==> src/rtl/cpu_run_ctrl_pkg.sv <==
// Shared definitions for the CPU run/step/breakpoint controller:
// FSM state encoding and default parameter values.
package cpu_run_ctrl_pkg;

  typedef enum logic [1:0] {
    HALT  = 2'd0,
    RUN   = 2'd1,
    STEP0 = 2'd2,
    STEP1 = 2'd3
  } run_state_t;

  localparam int DEF_DB_CYCLES = 1000000;
  localparam int DEF_CNT_W     = 32;

endpackage

==> src/rtl/cpu_run_ctrl_in_debounce.sv <==
// Two-flop synchronizer followed by a stability-counter debouncer.
// Provides the accepted level and a one-cycle pulse on its rising edge.
module in_debounce
  import cpu_run_ctrl_pkg::*;
#(
  parameter int DB_CYCLES = DEF_DB_CYCLES
) (
  input  logic clk,
  input  logic rst,
  input  logic din,
  output logic level,
  output logic pulse
);

  localparam int CW = (DB_CYCLES > 1) ? $clog2(DB_CYCLES) : 1;
  localparam logic [CW-1:0] LAST = CW'(DB_CYCLES - 1);

  logic          sync0;
  logic          sync1;
  logic          level_q;
  logic          level_d1;
  logic [CW-1:0] cnt;

  // The counter only runs while the synchronized input disagrees with the
  // accepted level; any agreement restarts the stability window.
  always_ff @(posedge clk or negedge rst) begin
    if (!rst) begin
      sync0    <= 1'b0;
      sync1    <= 1'b0;
      level_q  <= 1'b0;
      level_d1 <= 1'b0;
      cnt      <= '0;
    end else begin
      sync0    <= din;
      sync1    <= sync0;
      level_d1 <= level_q;
      if (sync1 == level_q) begin
        cnt <= '0;
      end else if (cnt == LAST) begin
        level_q <= sync1;
        cnt     <= '0;
      end else begin
        cnt <= cnt + 1'b1;
      end
    end
  end

  assign level = level_q;
  assign pulse = level_q & ~level_d1;

endmodule

==> src/rtl/cpu_run_ctrl.sv <==
// Run/step/breakpoint controller producing the CPU clock enable; it only
// ever stops the CPU in its IF state and counts cycles and instructions.
module cpu_run_ctrl
  import cpu_run_ctrl_pkg::*;
#(
  parameter int DB_CYCLES = DEF_DB_CYCLES,
  parameter int CNT_W     = DEF_CNT_W
) (
  input  logic             clk,
  input  logic             rst,
  input  logic             run_sw,
  input  logic             step_btn,
  input  logic             bp_en,
  input  logic [31:0]      bp_addr,
  input  logic [31:0]      pc,
  input  logic             is_if,
  output logic             cpu_en,
  output logic             halted,
  output logic             bp_hit,
  output logic [CNT_W-1:0] cycle_cnt,
  output logic [CNT_W-1:0] instr_cnt
);

  run_state_t state;
  run_state_t state_next;
  logic       skip_bp;
  logic       skip_next;
  logic       bp_hit_next;
  logic       bp_match;

  logic run_level;
  logic run_pulse;
  logic step_level;
  logic step_pulse;
  logic unused_ok;

  in_debounce #(.DB_CYCLES(DB_CYCLES)) u_run_db (
    .clk   (clk),
    .rst   (rst),
    .din   (run_sw),
    .level (run_level),
    .pulse (run_pulse)
  );

  in_debounce #(.DB_CYCLES(DB_CYCLES)) u_step_db (
    .clk   (clk),
    .rst   (rst),
    .din   (step_btn),
    .level (step_level),
    .pulse (step_pulse)
  );

  assign unused_ok = run_pulse ^ step_level;

  always_ff @(posedge clk or negedge rst) begin
    if (!rst) begin
      state   <= HALT;
      skip_bp <= 1'b0;
      bp_hit  <= 1'b0;
    end else begin
      state   <= state_next;
      skip_bp <= skip_next;
      bp_hit  <= bp_hit_next;
    end
  end

  // skip_bp suppresses the breakpoint we are resuming from until the CPU
  // has actually fetched that instruction once.
  assign bp_match = bp_en & (pc == bp_addr) & ~skip_bp;

  always_comb begin
    state_next  = state;
    skip_next   = skip_bp;
    bp_hit_next = bp_hit;
    cpu_en      = 1'b0;
    case (state)
      HALT: begin
        if (run_level) begin
          state_next  = RUN;
          skip_next   = 1'b1;
          bp_hit_next = 1'b0;
        end else if (step_pulse) begin
          state_next  = STEP0;
          bp_hit_next = 1'b0;
        end
      end
      RUN: begin
        if (is_if & (~run_level | bp_match)) begin
          state_next = HALT;
          if (bp_match) bp_hit_next = 1'b1;
        end else begin
          cpu_en = 1'b1;
          if (is_if) skip_next = 1'b0;
        end
      end
      STEP0: begin
        cpu_en     = 1'b1;
        state_next = STEP1;
      end
      STEP1: begin
        if (is_if) state_next = HALT;
        else       cpu_en     = 1'b1;
      end
      default: state_next = HALT;
    endcase
  end

  assign halted = (state == HALT);

  always_ff @(posedge clk or negedge rst) begin
    if (!rst) begin
      cycle_cnt <= '0;
      instr_cnt <= '0;
    end else if (cpu_en) begin
      cycle_cnt <= cycle_cnt + 1'b1;
      if (is_if) instr_cnt <= instr_cnt + 1'b1;
    end
  end

endmodule
==> config.mk <==
export PLATFORM = sky130hd
export DESIGN_NAME = cpu_run_ctrl
export DESIGN_NICKNAME = d
export VERILOG_FILES = /design/src/rtl/cpu_run_ctrl_pkg.sv /design/src/rtl/cpu_run_ctrl_in_debounce.sv /design/src/rtl/cpu_run_ctrl.sv
export SDC_FILE = /design/constraint.sdc
export NUM_CORES = 1
export LEC_CHECK = 0
export CAP_MARGIN = 25
export CELL_PAD_IN_SITES_DETAIL_PLACEMENT = 1
export CELL_PAD_IN_SITES_GLOBAL_PLACEMENT = 2
export CORE_UTILIZATION = 33
export CTS_CLUSTER_SIZE = 20
export DETAILED_ROUTE_END_ITERATION = 12
export GPL_ROUTABILITY_DRIVEN = 0
export PLACE_DENSITY_LB_ADDON = 0.1
export SETUP_SLACK_MARGIN = 0.05
export SYNTH_ARGS = -nofsm -noshare
export SYNTH_HDL_FRONTEND = slang
export SYNTH_SLANG_ARGS = --single-unit
==> constraint.sdc <==
create_clock -name clk -period 6.3 [get_ports clk]
set_input_delay 1.575 -clock clk [delete_from_list [all_inputs] [get_ports clk]]
set_output_delay 1.575 -clock clk [all_outputs]
set_load 0.03 [all_outputs]
Word-level counts from Yosys, hierarchy flattened
Index checks and enable logic that the tools add are counted.
{"block": "classes", "bitwise": 10, "n_addsub": 4, "n_reduce_logical": 8, "muxes": 21, "eq_ne": 15}
{"op": "$mux W20", "count": 4}
{"op": "$add A32 B1 Y32 const B", "count": 2}
{"op": "$add A20 B1 Y20 const B", "count": 2}
{"op": "$eq A20 B20 Y1 const B", "count": 2}
{"op": "$eq A32 B32 Y1", "count": 1}
{"op": "$ne A2 B2 Y1 const B", "count": 5}
{"op": "$mux W1", "count": 9}
{"op": "$mux W2", "count": 4}
{"op": "$pmux W2 S4", "count": 1}
{"op": "$reduce_and A4 Y1", "count": 2}
{"op": "$reduce_and A2 Y1", "count": 3}
{"op": "$not A1 Y1", "count": 5}
{"op": "$and A1 B1 Y1", "count": 4}
{"op": "$eq A2 B2 Y1 const B", "count": 2}
{"op": "$pmux W1 S2", "count": 2}
{"op": "$ne A3 B1 Y1 const B", "count": 1}
{"op": "$pmux W1 S3", "count": 1}
{"op": "$reduce_and A3 Y1", "count": 1}
{"op": "$eq A1 B1 Y1", "count": 2}
{"op": "$eq A2 B1 Y1 const B", "count": 1}
{"op": "$logic_not A2 Y1", "count": 1}
{"op": "$ne A2 B1 Y1 const B", "count": 1}
{"op": "$reduce_bool A2 Y1", "count": 1}
{"op": "$or A1 B1 Y1", "count": 1}
{"block": "word_totals", "ff_bits": 115}

Logic depth before layout (Yosys ltp)
Gate-level depths: netlist (run 1).
{"block": "depth", "depth_word": 8, "depth_mapped": 10, "depth_no_buf": 8}

Cells and area by module
A second synthesis (run 1) with hierarchy kept.
{"block": "hier_totals", "cells_unflattened": 571, "hier_area_um2": 6024.5}
{"module": "cpu_run_ctrl", "area_each_um2": 3732.3, "n_inst": 1, "cells_each": 351, "seq_area_each_um2": 1701.6}
{"module": "in_debounce", "area_each_um2": 1146.1, "n_inst": 2, "cells_each": 110, "seq_area_each_um2": 600.6}

Worst setup path before layout (run 1)
No wires, ideal clock.
{"block": "synth_timing", "kind": "input-to-output", "start": "input bp_addr[16]", "end": "output cpu_en", "cell_stages": 8, "path_slack_ps": 1753, "arrival_time_ps": 2972, "required_time_ps": 4725, "path_cell_list": "xor2_1 nor4_1 nand4_1 nor4_2 a31o_1 buf_6 inv_2 buf_2"}
{"block": "synth_between", "elab_chain_len": 7}
{"element": "start, declared", "line": "cpu_run_ctrl.sv:14", "text": "input logic [31:0] bp_addr,"}
{"element": "$eq A32 B32 Y1", "line": "cpu_run_ctrl.sv:69", "text": "assign bp_match = bp_en & (pc == bp_addr) & ~skip_bp;"}
{"element": "$and A1 B1 Y1 (2 in a row)", "line": "cpu_run_ctrl.sv:69"}
{"element": "$or A1 B1 Y1", "line": "cpu_run_ctrl.sv:88", "text": "if (is_if & (~run_level | bp_match)) begin"}
{"element": "$and A1 B1 Y1", "line": "cpu_run_ctrl.sv:88"}
{"element": "$mux W1", "line": "cpu_run_ctrl.sv:88"}
{"element": "$pmux W1 S3", "line": "cpu_run_ctrl.sv:76", "text": "case (state)"}
{"element": "end, declared", "line": "cpu_run_ctrl.sv:17", "text": "output logic cpu_en,"}
No other way between the ends.

Final worst setup path (run 1)
{"block": "layout_timing", "start": "input bp_addr[0]", "end": "output cpu_en"}
Same word-level chain as after synthesis.

==> run_results.csv, run 1 <==
group,metric,value,unit
worst_setup_path,timing.critical_path.slowest_stage_cell,"clkdlybuf4s50_1",
sta,worst_slew_margin_rel,0.458,
sta,final.min_clock_period,5700,ps
clock_network,cts.repair.resized,0,
global_routing,vias_in_the_first_global_route,5157,
detailed_routing,vias_per_cell,4.95,
worst_setup_path,type_of_element_launching_the_critical_path,"primary input",
floorplan,floorplan.initialDensity,0.339,
floorplan,core_area,16600,µm²
clock_network,clockRootBuffer,"clkbuf_16",
sta,setup_total_negative_slack,0,ps
clock_network,clk-insertion-delay-late,410,ps
synthesis,netlist.area_leader.share,0.512,
synthesis,synth_sequential_area_ratio,0.512,
global_routing,grt_antenna_before_repair,0,
synthesis,syn_avg_cell_area,10.2,µm²
clock_network,tritoncts.num_buffers,17,
synthesis,synth_top_area_cell,"dfrtp_1",
sta,fmax_achieved,0.175,GHz
placement,post_dp_cell_area,7190,µm²
clock_network,cts_num_sinks,115,
worst_setup_path,critical_path.endpoint_type,"output port",
floorplan,die_w,133,µm
floorplan,design.portCount,137,
synthesis,synth_most_common_cell,"dfrtp_1",
floorplan,placementRows,47,
floorplan,dieHeight,133,µm
detailed_routing,detailedRoute.firstIterationViolations,173,
cells_and_area,finish.utilization,0.473,
clock_network,tritoncts_clock_tree,"yes",
synthesis,ys_ff_latch,115,
synthesis,syn-cell-area,5620,µm²
cells_and_area,synthToLayoutAreaGrowth,39.5,%
global_routing,grt_pass1_wl,26.4,mm
cells_and_area,fillCellCount,1830,
worst_setup_path,worst-endpoint-arrival,4130,ps
synthesis,synthArstFlopShare,1.00,
worst_setup_path,cp_top_family,"buffers and inverters",
synthesis,postSynthNetCount,624,
sta,report.final.hold_viol_count,0,
power_and_ir_drop,static-leakage-power,3.43,nW
synthesis,number_of_flops_mapped_to_enable_cells_by_yosys,0,
worst_setup_path,crit_path_frequent_cell,"clkdlybuf4s50_1",
sta,fin_crit_sh,0.905,
global_routing,gr-total-overflow,0,
global_routing,grt.total_usage,0.189,
status,status,"completed",
cells_and_area,drive_gt1_frac,0.0597,
worst_setup_path,stage_delay_of_the_slowest_cell_on_the_critical_path,620,ps
sta,worst_max_slew_pin_slew,813,ps
power_and_ir_drop,totalPowerFinal,0.00191,W
cells_and_area,final_area,7840,µm²
min_path,hold_class,"reg2reg",
worst_setup_path,cp.buffers_inverters,3,
worst_setup_path,cp_cell_sequence,"clkdlybuf4s50_1 -> xor2_1 -> nor4_1 -> nand4_1 -> nor4_2 -> a31o_1 -> inv_2 -> clkdlybuf4s50_1",
sta,rsz0062_at_grt,"no",
run,drv_cap,0,
clock_network,clkSlewWorstSetupHoldPaths,60,ps
sta,final.setup_skew,5.09,ps
cells_and_area,nNetsFinal,765,
synthesis,postSynth.topFlopCell,"dfrtp_1",
clock_network,post_cts.repair.setup_buffers,0,
sta,hold_ws,351,ps
synthesis,postSynthCellCount,550,
global_routing,grt_start_max_net_pins,64,
sta,report.final.setup_viol,0,
placement,hpwl,10.7,mm
synthesis,synth_common_cells,"dfrtp_1, xor2_1, nand3_1, nor2_1, xnor2_1",
worst_setup_path,worst-endpoint-required,4720,ps
synthesis,synth_top_cells_by_area,"dfrtp_1, xor2_1, xnor2_1",
worst_setup_path,critical_path_peak_fanout,3,
detailed_routing,wl,15.4,mm
cells_and_area,ant_cells,0,
clock_network,ctsHoldBuffers,0,
sta,slew_viol_final,0,
clock_network,max-clock-path-buffers,2,
synthesis,synth-warning-count,0,
detailed_routing,antenna_left,0,
detailed_routing,wl_per_cell,16.7,µm
worst_setup_path,worst-setup-path-type,"in2out",
placement,port-buffer-count,136,
power_and_ir_drop,power.density_cell_area,243,nW/µm²
detailed_routing,detailed_router_iteration_count_before_antenna_repair,4,
power_and_ir_drop,power.ir.vdd_worst,199,µV
floorplan,die_ar,17600,µm²
synthesis,synth.lib_cells_used.distinct,38,
detailed_routing,vias,4570,
clock_network,cts_max_level,4,
detailed_routing,drc,0,
## worst paths after layout
path / from / endpoint / slack [ps] / cells past startpoint
worst max register to register: cycle_cnt[3] / cycle_cnt[29] / 3790 / 7
min in group asynchronous: rst / u_run_db.cnt[3] / 1270 / 1
max in group asynchronous: rst / cycle_cnt[8] / 3820 / 2
worst min register to register: u_run_db.sync0 / u_run_db.sync1 / 350 / 0
worst min-delay path: u_run_db.sync0 / u_run_db.sync1 / 350 / 0
worst max-delay path: bp_addr[0] / cpu_en / 600 / 8
## flip-flops by register name (all words and copies together) (netlist names), 2 cells and up
register and flops:
cycle_cnt 32, instr_cnt 32, state 2, u_run_db.cnt 20, u_step_db.cnt 20
## stage by stage
step / cells / setup slack (ps)
floorplan: 550 / 1750
global placement: 892 / 592
detailed placement: 892 / 549
CTS: 924 / 532
global route: 924 / 449
finish: 924 / 599
## metal layers
| metal | global-route usage | up-vias | share of wire |
|---|---|---|---|
| met4 | 0.0651 | 0 | 0.013 |
| met2 | 0.329 | 125 | 0.50 |
| li1 | - | 2154 | - |
| met3 | 0.0487 | 14 | 0.053 |
| met1 | 0.226 | 2277 | 0.43 |
| met5 | 0 | - | 0 |
## worst register-to-register path, delay by kind of cell, from the launching register on
family | cells | cell delay (ps)
flip-flops | 1 | 430
AND/OR/NAND/NOR | 6 | 1800
XOR/XNOR | 1 | 190
## power breakdown
| part | leakage (nW) | internal (W) | switching (W) |
|---|---|---|---|
| Combinational | 1.52 | 0.0000525 | 0.0000409 |
| Sequential | 1.58 | 0.000744 | 0.00000393 |
| Clock | 0.326 | 0.000729 | 0.000336 |
## cells in the final DEF (no fill, tap or decap), drive strengths merged, types with 6 or more instances in the layout
cell type	instances
nor4	15
nand3	58
clkdlybuf4s50	135
clkbuf	21
nor3	29
and3	19
xor2	81
clkinv	6
nand2	38
dfrtp	115
nor2	57
xnor2	50
nand4	21
inv	9
## logic make-up after synthesis
group           count (synthesis)  synth area share
buf+inv                        27            0.0229
xor+xnor                      131             0.204
mux                             3           0.00601
fa+ha+maj                       4           0.00891
compound gates                 12            0.0138
flops                         115             0.512
simple gates                  258             0.232
## area by class of cell
| class | count | area [µm²] | area share |
|---|---|---|---|
| sequential | 115 | 2880 | 0.367 |
| multi-input combinational | 408 | 2610 | 0.333 |
| timing repair buffer | 140 | 1390 | 0.177 |
| clock buffer | 21 | 470 | 0.0600 |
| tap | 220 | 275 | 0.0351 |
| clock inverter | 11 | 180 | 0.0230 |
| inverter | 9 | 33.8 | 0.00431 |
No activity file was read; power rests on OpenSTA's default activity.
==> inputs of run 2 (changes only) <==
- CORE_ASPECT_RATIO: unset -> 1.25
==> run 2 against run 1 <==
  * Worst setup slack improved by 13 ps
  * Cell area fell by 1.1%
  * Die area hardly changed
  * Largest power group unchanged
==> run_results.csv, run 2 (synthesis gave the netlist of run 1 again) <==
group,metric,value,unit
cells_and_area,multiInputGateArea,2610,µm²
cells_and_area,drive_gt1_frac,0.0527,
detailed_routing,detailedRoute.firstIterationViolations,119,
worst_setup_path,reg2regPathDepth,7,
worst_setup_path,timing.critical_path.slowest_stage_cell,"clkdlybuf4s50_1",
sta,fin_crit_sh,0.903,
worst_setup_path,rrSetupSlack,3850,ps
status,status,"completed",
sta,final.setup_skew,8.63,ps
cells_and_area,footprint_of_the_flip_flops_and_latches,2880,µm²
detailed_routing,vias,4536,
detailed_routing,drc,0,
cells_and_area,nNetsFinal,766,
clock_network,ctsHoldBuffers,0,
floorplan,core_area,16700,µm²
min_path,whs_endpoint,"u_run_db.sync1",
sta,slew_viol_final,0,
cells_and_area,finish.utilization,0.464,
global_routing,grt.total_usage,0.185,
sta,report.final.setup_viol,0,
min_path,worstHoldPathCells,0,
clock_network,cts.repair.resized,0,
global_routing,grt_start_max_net_pins,79,
worst_setup_path,type_of_element_launching_the_critical_path,"primary input",
cells_and_area,top_library_cells_by_usage_in_the_layout_fill_and_taps_aside,"clkdlybuf4s50_1, dfrtp_1, xor2_1, nand3_1, nor2_1",
sta,fmax_achieved,0.176,GHz
global_routing,vias_in_the_first_global_route,5056,
cells_and_area,synthToLayoutAreaGrowth,37.9,%
worst_setup_path,critical_path.endpoint_type,"output port",
sta,setup_total_negative_slack,0,ps
min_path,hold_class,"reg2reg",
floorplan,placementRows,53,
clock_network,tritoncts.num_buffers,17,
worst_setup_path,worst-setup-path-type,"in2out",
worst_setup_path,worst-endpoint-required,4720,ps
floorplan,floorplan.initialDensity,0.336,
sta,worst_slew_margin_rel,0.567,
min_path,hold_path_startpoint,"u_run_db.sync0",
detailed_routing,wl,15.0,mm
worst_setup_path,critical_path_peak_fanout,3,
floorplan,design.portCount,137,
power_and_ir_drop,power.density_cell_area,223,nW/µm²
run,drv_cap,0,
placement,hpwl,10.5,mm
placement,port-buffer-count,136,
clock_network,clk-insertion-delay-late,420,ps
detailed_routing,vias_per_cell,4.92,
cells_and_area,mostFrequentLayoutCell,"clkdlybuf4s50_1",
worst_setup_path,worst-endpoint-arrival,4110,ps
worst_setup_path,rr_startpoint,"cycle_cnt[3]",
clock_network,clkSlewWorstSetupHoldPaths,50,ps
worst_setup_path,cp_top_family,"buffers and inverters",
sta,final.min_clock_period,5690,ps
sta,worst_max_slew_pin_slew,644,ps
sta,report.final.hold_viol_count,0,
cells_and_area,reg_top3,"cycle_cnt: 32 flops, instr_cnt: 32 flops",
floorplan,dieHeight,148,µm
worst_setup_path,cp.buffers_inverters,3,
worst_setup_path,crit_path_frequent_cell,"clkdlybuf4s50_1",
clock_network,tritoncts_clock_tree,"yes",
floorplan,die_ar,17600,µm²
detailed_routing,wl_per_cell,16.3,µm
detailed_routing,detailed_router_iteration_count_before_antenna_repair,4,
clock_network,post_cts.repair.setup_buffers,0,
clock_network,cts_max_level,4,
cells_and_area,fillCellCount,1877,
floorplan,die_w,119,µm
worst_setup_path,stage_delay_of_the_slowest_cell_on_the_critical_path,590,ps
sta,rsz0062_at_grt,"no",
global_routing,grt_antenna_before_repair,0,
worst_setup_path,critical_path.reg2reg.endpoint,"cycle_cnt[29]",
cells_and_area,ant_cells,0,
clock_network,clockRootBuffer,"clkbuf_16",
power_and_ir_drop,power.ir.vdd_worst,125,µV
clock_network,max-clock-path-buffers,2,
detailed_routing,antenna_left,0,
worst_setup_path,cp_cell_sequence,"clkdlybuf4s50_1 -> xor2_1 -> nor4_1 -> nand4_1 -> nor4_2 -> a31o_1 -> inv_2 -> clkdlybuf4s50_1",
clock_network,cts_num_sinks,115,
global_routing,gr-total-overflow,0,
power_and_ir_drop,static-leakage-power,3.38,nW
global_routing,grt_pass1_wl,25.6,mm
run 2: changes by cell type in the layout (fill, tap and decap cells not counted), sizes merged:
| cell | delta |
|---|---|
| buf | +1 |
| bufinv | -4 |
| clkbuf | +3 |
| clkinv | -2 |
run 2: metrics by stage:
step	hold WS, ps	setup WS, ps	area (µm²)	cells	total power [W]
after floorplan	331	1750	5620	550	0.000785
after global placement	368	649	7190	892	0.000854
after detailed placement	359	616	7190	892	0.000857
after CTS	371	590	7720	921	0.00175
after global routing	379	511	7750	922	0.00180
final	367	612	7750	922	0.00173
run 2: worst max path at each step:
| stage | startpoint | endpoint | slack (ps) | cells after the start |
|---|---|---|---|---|
| finish | bp_addr[28] | cpu_en | 610 | 8 |
| global route | bp_addr[28] | cpu_en | 510 | 8 |
| CTS | bp_addr[28] | cpu_en | 590 | 8 |
| detailed placement | bp_addr[28] | cpu_en | 620 | 8 |
| global placement | bp_addr[0] | cpu_en | 650 | 8 |
| floorplan | bp_addr[16] | cpu_en | 1750 | 8 |
run 2: worst reg2reg max path, delay by kind of cell (launching register included):
kind	cells	cell delay (ps)
xor gates and xnor gates	1	170
DFF	1	430
and+or+nand+nor	6	1770
run 2: layout make-up:
class	instances	area share
inverters	9	0.00436
repair buffers	141	0.183
well taps	220	0.0355
clock buffers	24	0.0621
flip-flops and latches	115	0.371
multi-input cells	408	0.337
clock inverters	5	0.00694
run 2: per-layer routing:
metal | up-vias | GRT usage | share of wire
met2 | 124 | 0.311 | 0.49
met5 | - | 0 | 0
met4 | 0 | 0.0753 | 0.018
met3 | 18 | 0.0579 | 0.064
met1 | 2233 | 0.218 | 0.43
li1 | 2161 | - | -
run 2: power by group:
part	switching, W	internal [W]
registers	0.00000390	0.000744
clock network	0.000324	0.000564
logic	0.0000418	0.0000543
total	0.000369	0.00136
